`src/rtl/bottom_hit_judge_pkg.sv`:
```
// Shared constants for the learn-mode scorer: lane count, lane-state
// encodings, vga_bottom field offsets and a popcount helper.
package bottom_hit_judge_pkg;

    localparam int NUM_LANES     = 7;
    localparam int POP_W         = $clog2(NUM_LANES + 1);
    localparam int BOT_SHIFT_LSB = 0;
    localparam int BOT_LANE_LSB  = 2;

    localparam logic [1:0] JS_IDLE   = 2'd0;
    localparam logic [1:0] JS_OPEN   = 2'd1;
    localparam logic [1:0] JS_JUDGED = 2'd2;
    localparam logic [1:0] JS_GRACE  = 2'd3;

    function automatic logic [POP_W-1:0] popcount(
        input logic [NUM_LANES-1:0] v
    );
        logic [POP_W-1:0] n;
        n = '0;
        for (int i = 0; i < NUM_LANES; i++) begin
            n = n + POP_W'(v[i]);
        end
        return n;
    endfunction

endpackage

```
`src/rtl/bottom_hit_judge_lane_judge.sv`:
```
// One note lane: IDLE/OPEN/JUDGED/GRACE judge with grace-window counter.
// wrong_o exists only when JUDGE_WRONG_PENALTY_EN is defined.
module lane_judge
    import bottom_hit_judge_pkg::*;
#(
    parameter int GRACE_CYC = 2500000
) (
    input  logic vga_clk,
    input  logic rst_n,
    input  logic enable,
    input  logic rearm,
    input  logic level,
    input  logic rise,
    input  logic fall,
    input  logic press,
    input  logic shift_ok,
`ifdef JUDGE_WRONG_PENALTY_EN
    output logic wrong_o,
`endif
    output logic hit_o,
    output logic miss_o
);

    localparam int CW = (GRACE_CYC > 1) ? $clog2(GRACE_CYC) : 1;
    localparam logic [CW-1:0] CNT_LAST = CW'(GRACE_CYC - 1);

    logic [1:0]    state_q, state_d;
    logic [CW-1:0] cnt_q, cnt_d;
    logic          hit_q, hit_d;
    logic          miss_q, miss_d;
    logic          wrong_q, wrong_d;
    logic          valid;

    assign valid = press & shift_ok;

    always_comb begin
        state_d = state_q;
        cnt_d   = cnt_q;
        hit_d   = 1'b0;
        miss_d  = 1'b0;
        wrong_d = 1'b0;
        if (!enable) begin
            state_d = JS_IDLE;
            cnt_d   = '0;
        end else if (rearm) begin
            // a note already on screen is never judged
            state_d = level ? JS_JUDGED : JS_IDLE;
            cnt_d   = '0;
        end else begin
            unique case (state_q)
                JS_IDLE: begin
                    wrong_d = press;
                    if (rise) state_d = JS_OPEN;
                end
                JS_OPEN: begin
                    if (valid) begin
                        hit_d   = 1'b1;
                        state_d = fall ? JS_IDLE : JS_JUDGED;
                    end else begin
                        wrong_d = press;
                        if (fall) begin
                            state_d = JS_GRACE;
                            cnt_d   = '0;
                        end
                    end
                end
                JS_GRACE: begin
                    if (valid) begin
                        hit_d   = 1'b1;
                        state_d = JS_IDLE;
                    end else begin
                        wrong_d = press;
                        if (rise) begin
                            miss_d  = 1'b1;
                            state_d = JS_OPEN;
                        end else if (cnt_q == CNT_LAST) begin
                            miss_d  = 1'b1;
                            state_d = JS_IDLE;
                        end else begin
                            cnt_d = cnt_q + 1'b1;
                        end
                    end
                end
                JS_JUDGED: begin
                    wrong_d = press;
                    if (fall) state_d = JS_IDLE;
                end
                default: state_d = JS_IDLE;
            endcase
        end
    end

    always_ff @(posedge vga_clk or negedge rst_n) begin
        if (!rst_n) begin
            state_q <= JS_IDLE;
            cnt_q   <= '0;
            hit_q   <= 1'b0;
            miss_q  <= 1'b0;
            wrong_q <= 1'b0;
        end else begin
            state_q <= state_d;
            cnt_q   <= cnt_d;
            hit_q   <= hit_d;
            miss_q  <= miss_d;
            wrong_q <= wrong_d;
        end
    end

    assign hit_o  = hit_q;
    assign miss_o = miss_q;
`ifdef JUDGE_WRONG_PENALTY_EN
    assign wrong_o = wrong_q;
`else
    logic unused_wrong;
    assign unused_wrong = wrong_q;
`endif

endmodule

```
`src/rtl/bottom_hit_judge.sv`:
```
// Learn-mode scorer on the vga_bottom bus: syncs keys, judges lanes, keeps score.
// Optional JUDGE_WRONG_PENALTY_EN adds wrong-press penalty and wrong_pulse.
module bottom_hit_judge
    import bottom_hit_judge_pkg::*;
#(
    parameter int GRACE_CYC  = 2500000,
    parameter int HIT_POINTS = 10,
    parameter int CNT_W      = 16
) (
    input  logic                 vga_clk,
    input  logic                 rst_n,
    input  logic [9:0]           vga_bottom,
    input  logic [NUM_LANES-1:0] key,
    input  logic [1:0]           user_shift,
    input  logic                 enable,
    input  logic                 clear,
    output logic                 hit_pulse,
    output logic                 miss_pulse,
`ifdef JUDGE_WRONG_PENALTY_EN
    output logic                 wrong_pulse,
`endif
    output logic [CNT_W-1:0]     score,
    output logic [7:0]           combo,
    output logic [7:0]           max_combo,
    output logic [CNT_W-1:0]     miss_count
);

    localparam int SW = CNT_W + 8;
    localparam logic [SW-1:0] CNT_MAX = SW'({CNT_W{1'b1}});

    logic [NUM_LANES-1:0] key_s1_q, key_s2_q, key_prev_q;
    logic [1:0]           sh_s1_q, sh_s2_q;
    logic [NUM_LANES-1:0] lanes_q, lanes_d, lanes_prev_q;
    logic [1:0]           bshift_q, bshift_d;
    logic                 en_prev_q;

    logic [NUM_LANES-1:0] key_edge, rise, fall, level;
    logic                 shift_ok, rearm;
    logic [NUM_LANES-1:0] hit_v, miss_v;
    logic [POP_W-1:0]     h, m;
    logic                 unused_bits;

    assign unused_bits = vga_bottom[9];
    assign lanes_d  = vga_bottom[BOT_LANE_LSB +: NUM_LANES];
    assign bshift_d = vga_bottom[BOT_SHIFT_LSB +: 2];
    assign key_edge = key_s2_q & ~key_prev_q;
    assign rise     = lanes_q & ~lanes_prev_q;
    assign fall     = ~lanes_q & lanes_prev_q;
    // raw bus OR'd in so a note held across reset is seen on the first cycle
    assign level    = lanes_q | lanes_d;
    assign shift_ok = (sh_s2_q == bshift_q);
    assign rearm    = clear | (enable & ~en_prev_q);

`ifdef JUDGE_WRONG_PENALTY_EN
    logic [NUM_LANES-1:0] wrong_v;
    logic [POP_W-1:0]     w;
`endif

    for (genvar i = 0; i < NUM_LANES; i++) begin : g_lane
        lane_judge #(
            .GRACE_CYC (GRACE_CYC)
        ) u_lane (
            .vga_clk  (vga_clk),
            .rst_n    (rst_n),
            .enable   (enable),
            .rearm    (rearm),
            .level    (level[i]),
            .rise     (rise[i]),
            .fall     (fall[i]),
            .press    (key_edge[i]),
            .shift_ok (shift_ok),
`ifdef JUDGE_WRONG_PENALTY_EN
            .wrong_o  (wrong_v[i]),
`endif
            .hit_o    (hit_v[i]),
            .miss_o   (miss_v[i])
        );
    end

    assign h = popcount(hit_v);
    assign m = popcount(miss_v);

    always_ff @(posedge vga_clk or negedge rst_n) begin
        if (!rst_n) begin
            key_s1_q     <= '0;
            key_s2_q     <= '0;
            key_prev_q   <= '0;
            sh_s1_q      <= '0;
            sh_s2_q      <= '0;
            lanes_q      <= '0;
            lanes_prev_q <= '0;
            bshift_q     <= '0;
            en_prev_q    <= 1'b0;
        end else begin
            key_s1_q     <= key;
            key_s2_q     <= key_s1_q;
            key_prev_q   <= key_s2_q;
            sh_s1_q      <= user_shift;
            sh_s2_q      <= sh_s1_q;
            lanes_q      <= lanes_d;
            lanes_prev_q <= lanes_q;
            bshift_q     <= bshift_d;
            en_prev_q    <= enable;
        end
    end

    logic [CNT_W-1:0] score_q, score_d, miss_q, miss_d;
    logic [7:0]       combo_q, combo_d, max_q, max_d;
    logic             hp_q, hp_d, mp_q, mp_d;
    logic [SW-1:0]    score_add, miss_add;
    logic [8:0]       combo_add;

`ifdef JUDGE_WRONG_PENALTY_EN
    logic          wp_q, wp_d;
    logic [SW-1:0] pen;
    assign w = popcount(wrong_v);
`endif

    always_comb begin
        score_add = SW'(score_q) + SW'(h) * SW'(HIT_POINTS);
        if (score_add > CNT_MAX) score_add = CNT_MAX;
        miss_add = SW'(miss_q) + SW'(m);
        if (miss_add > CNT_MAX) miss_add = CNT_MAX;
        combo_add = {1'b0, combo_q} + 9'(h);
        if (combo_add > 9'd255) combo_add = 9'd255;

        score_d = score_q;
        miss_d  = miss_q;
        combo_d = combo_q;
        max_d   = max_q;
        hp_d    = 1'b0;
        mp_d    = 1'b0;
`ifdef JUDGE_WRONG_PENALTY_EN
        wp_d = 1'b0;
        pen  = SW'(w) * SW'(HIT_POINTS / 2);
`endif
        if (clear) begin
            score_d = '0;
            miss_d  = '0;
            combo_d = '0;
            max_d   = '0;
        end else if (enable) begin
            score_d = score_add[CNT_W-1:0];
            miss_d  = miss_add[CNT_W-1:0];
            combo_d = (m != '0) ? 8'd0 : combo_add[7:0];
            hp_d    = (h != '0);
            mp_d    = (m != '0);
`ifdef JUDGE_WRONG_PENALTY_EN
            // penalty lands after the same-cycle hit bonus
            if (w != '0) begin
                score_d = (score_add > pen) ?
                          CNT_W'(score_add - pen) : '0;
                combo_d = 8'd0;
                wp_d    = 1'b1;
            end
`endif
            max_d = (combo_d > max_q) ? combo_d : max_q;
        end
    end

    always_ff @(posedge vga_clk or negedge rst_n) begin
        if (!rst_n) begin
            score_q <= '0;
            miss_q  <= '0;
            combo_q <= '0;
            max_q   <= '0;
            hp_q    <= 1'b0;
            mp_q    <= 1'b0;
        end else begin
            score_q <= score_d;
            miss_q  <= miss_d;
            combo_q <= combo_d;
            max_q   <= max_d;
            hp_q    <= hp_d;
            mp_q    <= mp_d;
        end
    end

`ifdef JUDGE_WRONG_PENALTY_EN
    always_ff @(posedge vga_clk or negedge rst_n) begin
        if (!rst_n) wp_q <= 1'b0;
        else        wp_q <= wp_d;
    end
    assign wrong_pulse = wp_q;
`endif

    assign score      = score_q;
    assign miss_count = miss_q;
    assign combo      = combo_q;
    assign max_combo  = max_q;
    assign hit_pulse  = hp_q;
    assign miss_pulse = mp_q;

endmodule

```
`config.mk`:
```
export PLATFORM = sky130hd
export DESIGN_NAME = bottom_hit_judge
export DESIGN_NICKNAME = d
export VERILOG_FILES = /design/src/rtl/bottom_hit_judge_pkg.sv /design/src/rtl/bottom_hit_judge_lane_judge.sv /design/src/rtl/bottom_hit_judge.sv
export SDC_FILE = /design/constraint.sdc
export NUM_CORES = 1
export LEC_CHECK = 0
export ABC_AREA = 1
export BUFFER_PORTS_ARGS = -buffer_cell sky130_fd_sc_hd__clkbuf_2
export CAP_MARGIN = 20
export CORE_MARGIN = 4
export CORE_UTILIZATION = 30
export CTS_BUF_LIST = sky130_fd_sc_hd__clkbuf_2 sky130_fd_sc_hd__clkbuf_4 sky130_fd_sc_hd__clkbuf_8
export DETAILED_ROUTE_END_ITERATION = 8
export SYNTH_ARGS = -nofsm -noshare
export SYNTH_HDL_FRONTEND = slang
export SYNTH_SLANG_ARGS = --single-unit
export TNS_END_PERCENT = 20
```
`constraint.sdc`:
```
create_clock -name vga_clk -period 10.4 [get_ports vga_clk]
set_clock_uncertainty 0.1 [all_clocks]
set_input_delay 1.04 -clock vga_clk [delete_from_list [all_inputs] [get_ports vga_clk]]
set_output_delay 1.04 -clock vga_clk [all_outputs]
set_load 0.005 [all_outputs]
```
==> reports/results.env <==
DIEAREA_MM2=0.06540
FINALMAXSLEWVIOLATIONS=0
CRITPATHTOPFAMILY='adder cells'
WORST-ENDPOINT-REQUIRED_PS=10900
CRIT_ARRIVAL_PS=5780
POSTSYNTHAREAPERCELL_UM2=6.524
NETLIST.AREA_LEADER.SHARE_PCT=37.24
WORST_SKEW_PAIR_LATENCY_PS=670
DIE_W_UM=255.7
LAYOUT_SETUP_WS_PS=5121
CAP_VIOL_MAX_COUNT=0
SYN_AREA_MM2=0.01841
TIMING.SETUP.CRITICAL_PATH_CLASS='flip-flop to flip-flop'
CLKPWRFRAC_PCT=49.8
FIN_TNS_SETUP_PS=0
VDD_IR_DROP_MAX_uV=83.54
ROUTED_VIA_DENSITY=4.783
CELL_INTERNAL_PWR_mW=1.824
SYNTH-SIMPLE-AREA-SHARE_PCT=44.01
DR.PASS1.ITERS=5
BUFFERS_ON_PORTS=71
STATIC-LEAKAGE-POWER_nW=9.472
SYNTH-COMPOUND-AREA-SHARE_PCT=6.402
NNETSFINAL=2932
SLOWEST_STAGE='fa_1'
NETSWITCHINGPOWER_uW=614.3
FINAL-HOLD-VIOLATION-COUNT=0
CTS_HOLD_BUFFERS=0
SETUP-VIOLATIONS-FINAL=0
GR_USAGE_TOTAL_PCT=14.84
STATUS='complete, no violations'
ANTENNA_FOUND_INITIAL=0
AREA_DELTA_SYNTH_FINAL_PCT=11.95
SYNTH.AREA.MUX_SHARE_PCT=0
DRT-WIRELENGTH-PER-CELL_UM=13.43
FMAX_MHz=189.4
LARGEST_STAGE_DELAY_WORST_PATH_PS=670
TIMING.MAX_SLEW.REL_SLACK_PCT=33.71
WORST_SETUP_PATH_END_KIND='flip-flop'
CELL_AREA_POWER_DENSITY_mW_PER_MM2=118.3
NETLIST_INSTANCES=2822
SYNTH_TOP_FAMILY_BY_AREA='simple AND/OR/NAND/NOR gates'
YS_WARN_COUNT=0
MIN_PATH_TYPE='flip-flop to flip-flop'
GRT_PASS1_VIAS=16480
DRC=0
DETAILED_PLACE_HPWL_UM=33560
SETUP.WORST_PATH.START_CLASS='flip-flop'
CRITPATHMAXFANOUT=5
GRT_FIRST_PASS_WIRELENGTH_UM=83310
SEQPWRFRAC_PCT=44.8
SYNTH_FF_TYPE='dfrtp_1'
ROUTED-VIA-COUNT=17650
DP_SLACK_PS=5124
ANTENNA_CELLS=0
GRT_MAX_DEGREE=156
MULTI_INPUT_COMB_AREA_MM2=0.01006
SYNTH_CELL_TYPE_COUNT=46
UNREPAIRED_SETUP_ENDPOINTS_AFTER_GLOBAL_ROUTING='no'
SYNTH.FF_LATCH_COUNT=274
CTSROOTBUFFERMASTER='clkbuf_8'
START_UTIL_PCT=30.39
GLOBALROUTEOVERFLOWTOTAL=0
PLACEABLECOREAREA_MM2=0.06058
PROPORTION_OF_LAYOUT_CELLS_WITH_A_DRIVE_SUFFIX_ABOVE_1_PCT=8.184
YOSYS.AREA_SHARE.XOR_XNOR_PCT=0.9515
NETLIST.TOP_CELL.BY_AREA='dfrtp_1'
ASYNC_RESET_FF_SHARE_PCT=100.0
PERIOD_MINUS_SLACK_PS=5279
SYNTH_EDF_COUNT=0
CLOCK_TREE.BUFFER_DEPTH=3
COMB_POWER_SHARE_PCT=5.4
STD_CELL_ROWS=90
IO-PIN-COUNT=73
GP_CONGESTION=0.8837
ANTENNA_LEFT=0
H-TREE-DEPTH=2
LAYOUT.FILLER_CELLS=6598
SYNTH-ADDER-AREA-SHARE_PCT=3.235
PATH_BUF_INV=5
POSTCTSRESIZEDCELLS=0
PROPORTION_OF_SYNTHESIZED_CHIP_AREA_IN_SEQUENTIAL_CELLS_PCT=37.24
SW_FRAC_OF_TOTAL_PCT=25.19
TIMING_WORST_SLEW_PIN_VALUE_PS=994.3
TOTALWIRELENGTH_UM=49540
OVERALL_DIE_HEIGHT_UM=255.7
SYNTHTOPCELLSBYAREA='dfrtp_1 37%, nand2_1 21%, nand3_1 7.3%'
POST_CTS_BUFFERS=0
FINALCRITPERIODSHARE_PCT=50.76
CLK_PIN_SLEW_WORST_PATHS_PS=60
CTS_NUM_SINKS=274
INITIALDRTVIOLATIONCOUNT=1252
LAYOUT.AREA.SEQ_MM2=0.006857
NUMCTSBUFFERS=53
CLOCK_TREE_FROM_TRITONCTS='built'
SYNTH_NETS=2886
## metal layers
layer	GRT usage (%)	share of wire [%]
met5	0	0
met4	3.916	1.8
met3	2.236	4.1
met2	23.70	45
met1	21.08	50
## layout by cell type, fill, tap and decap left out, drive strengths merged, types with 34 or more instances in the layout
master	count
nand3	269
inv	273
dfrtp	274
nor3	87
nor2	357
clkbuf	154
o21ai	136
or2	34
nand2	1031
a21oi	37
nand4	104
## cell usage after synthesis (all sizes together) (11+ instances only)
master / number
nand2: 1031
nor2: 357
dfrtp: 274
inv: 272
nand3: 269
o21ai: 136
nand4: 104
nor3: 87
buf: 59
a21oi: 37
or2: 34
clkbuf: 33
ha: 30
o21bai: 23
xor2: 12
fa: 11
## cell type report
class / count / area share (%)
inverter: 274 / 4.996
timing repair buffer: 83 / 2.307
clock inverter: 11 / 0.7285
clock buffer: 84 / 5.124
multi-input combinational: 2182 / 48.83
sequential: 274 / 33.27
tap: 782 / 4.747
## worst paths after layout
kind,from,end,slack [ps],cells past startpoint
max,g_lane[0].u_lane.hit_o,max_combo[4],5120,26
min,key_s1_q[1],key_s2_q[1],240,0
max reg2reg,g_lane[0].u_lane.hit_o,max_combo[4],5120,26
min reg2reg,key_s1_q[1],key_s2_q[1],240,0
max in group asynchronous,rst_n,g_lane[2].u_lane.cnt_q[15],8450,2
min in group asynchronous,rst_n,score[12],300,1
## power groups by stage
| stage | combinational (mW) | sequential, mW | clock (mW) |
|---|---|---|---|
| final | 0.133 | 1.09 | 1.21 |
| after global routing | 0.151 | 1.09 | 1.31 |
| after CTS | 0.136 | 1.09 | 1.27 |
| after detailed placement | 0.136 | 1.11 | 0 |
| after global placement | 0.135 | 1.11 | 0 |
| after floorplan | 0.0827 | 1.11 | 0 |
## through the flow
step	total power [mW]	instance area (um^2)	std cells	util, %	hold WS [ps]
2_1_floorplan	1.189	18410	2822	-	231.2
3_3_place_gp	1.244	19390	3594	32.01	232.3
3_5_place_dp	1.245	19400	3595	32.03	234.7
4_1_cts	2.498	20610	3690	34.02	240.9
5_1_grt	2.556	20610	3690	34.02	242.8
6_report	2.438	20610	3690	34.02	235.7
## sequential cells by signal, summed over array words and instances (netlist names), 7 cells and up
register               cells
max_combo                  8
lanes_q                    7
g_lane.u_lane.state_q     14
g_lane.u_lane.hit_o        7
g_lane.u_lane.cnt_q      154
key_s1_q                   7
lanes_prev_q               7
g_lane.u_lane.miss_o       7
combo                      8
miss_count                16
score                     16
key_s2_q                   7
key_prev_q                 7
## worst register-to-register path: stages (launching register included)
cell     delay (ps)
dfrtp_1         400
fa_1            530
inv_1            50
fa_1            440
fa_1            390
fa_1            670
inv_1           200
fa_1            460
nand3_1         100
nand2_1          90
nand3_1          90
nor2_1           80
nand2_1         150
inv_1            70
nor2_1           90
nor2_1           80
ha_1            280
inv_1            50
nor2_1           80
nor2_1           40
o21ai_0         150
nand2_1          70
nand3_1          80
nand3_1         140
inv_1           210
nand2_1          80
nand2_1          60
## cells by family (layout without fill, tap and decap cells)
| kind of cell | after synthesis | after routing |
|---|---|---|
| AND/OR/NAND/NOR | 1907 | 1907 |
| AO/OA/AOI/OAI | 214 | 214 |
| flip-flops | 274 | 274 |
| adder cells (fa/ha/maj) | 41 | 41 |
| buffers and inverters | 366 | 452 |
| XOR/XNOR | 20 | 20 |
Note: power is estimated with default switching activity, not from simulation.
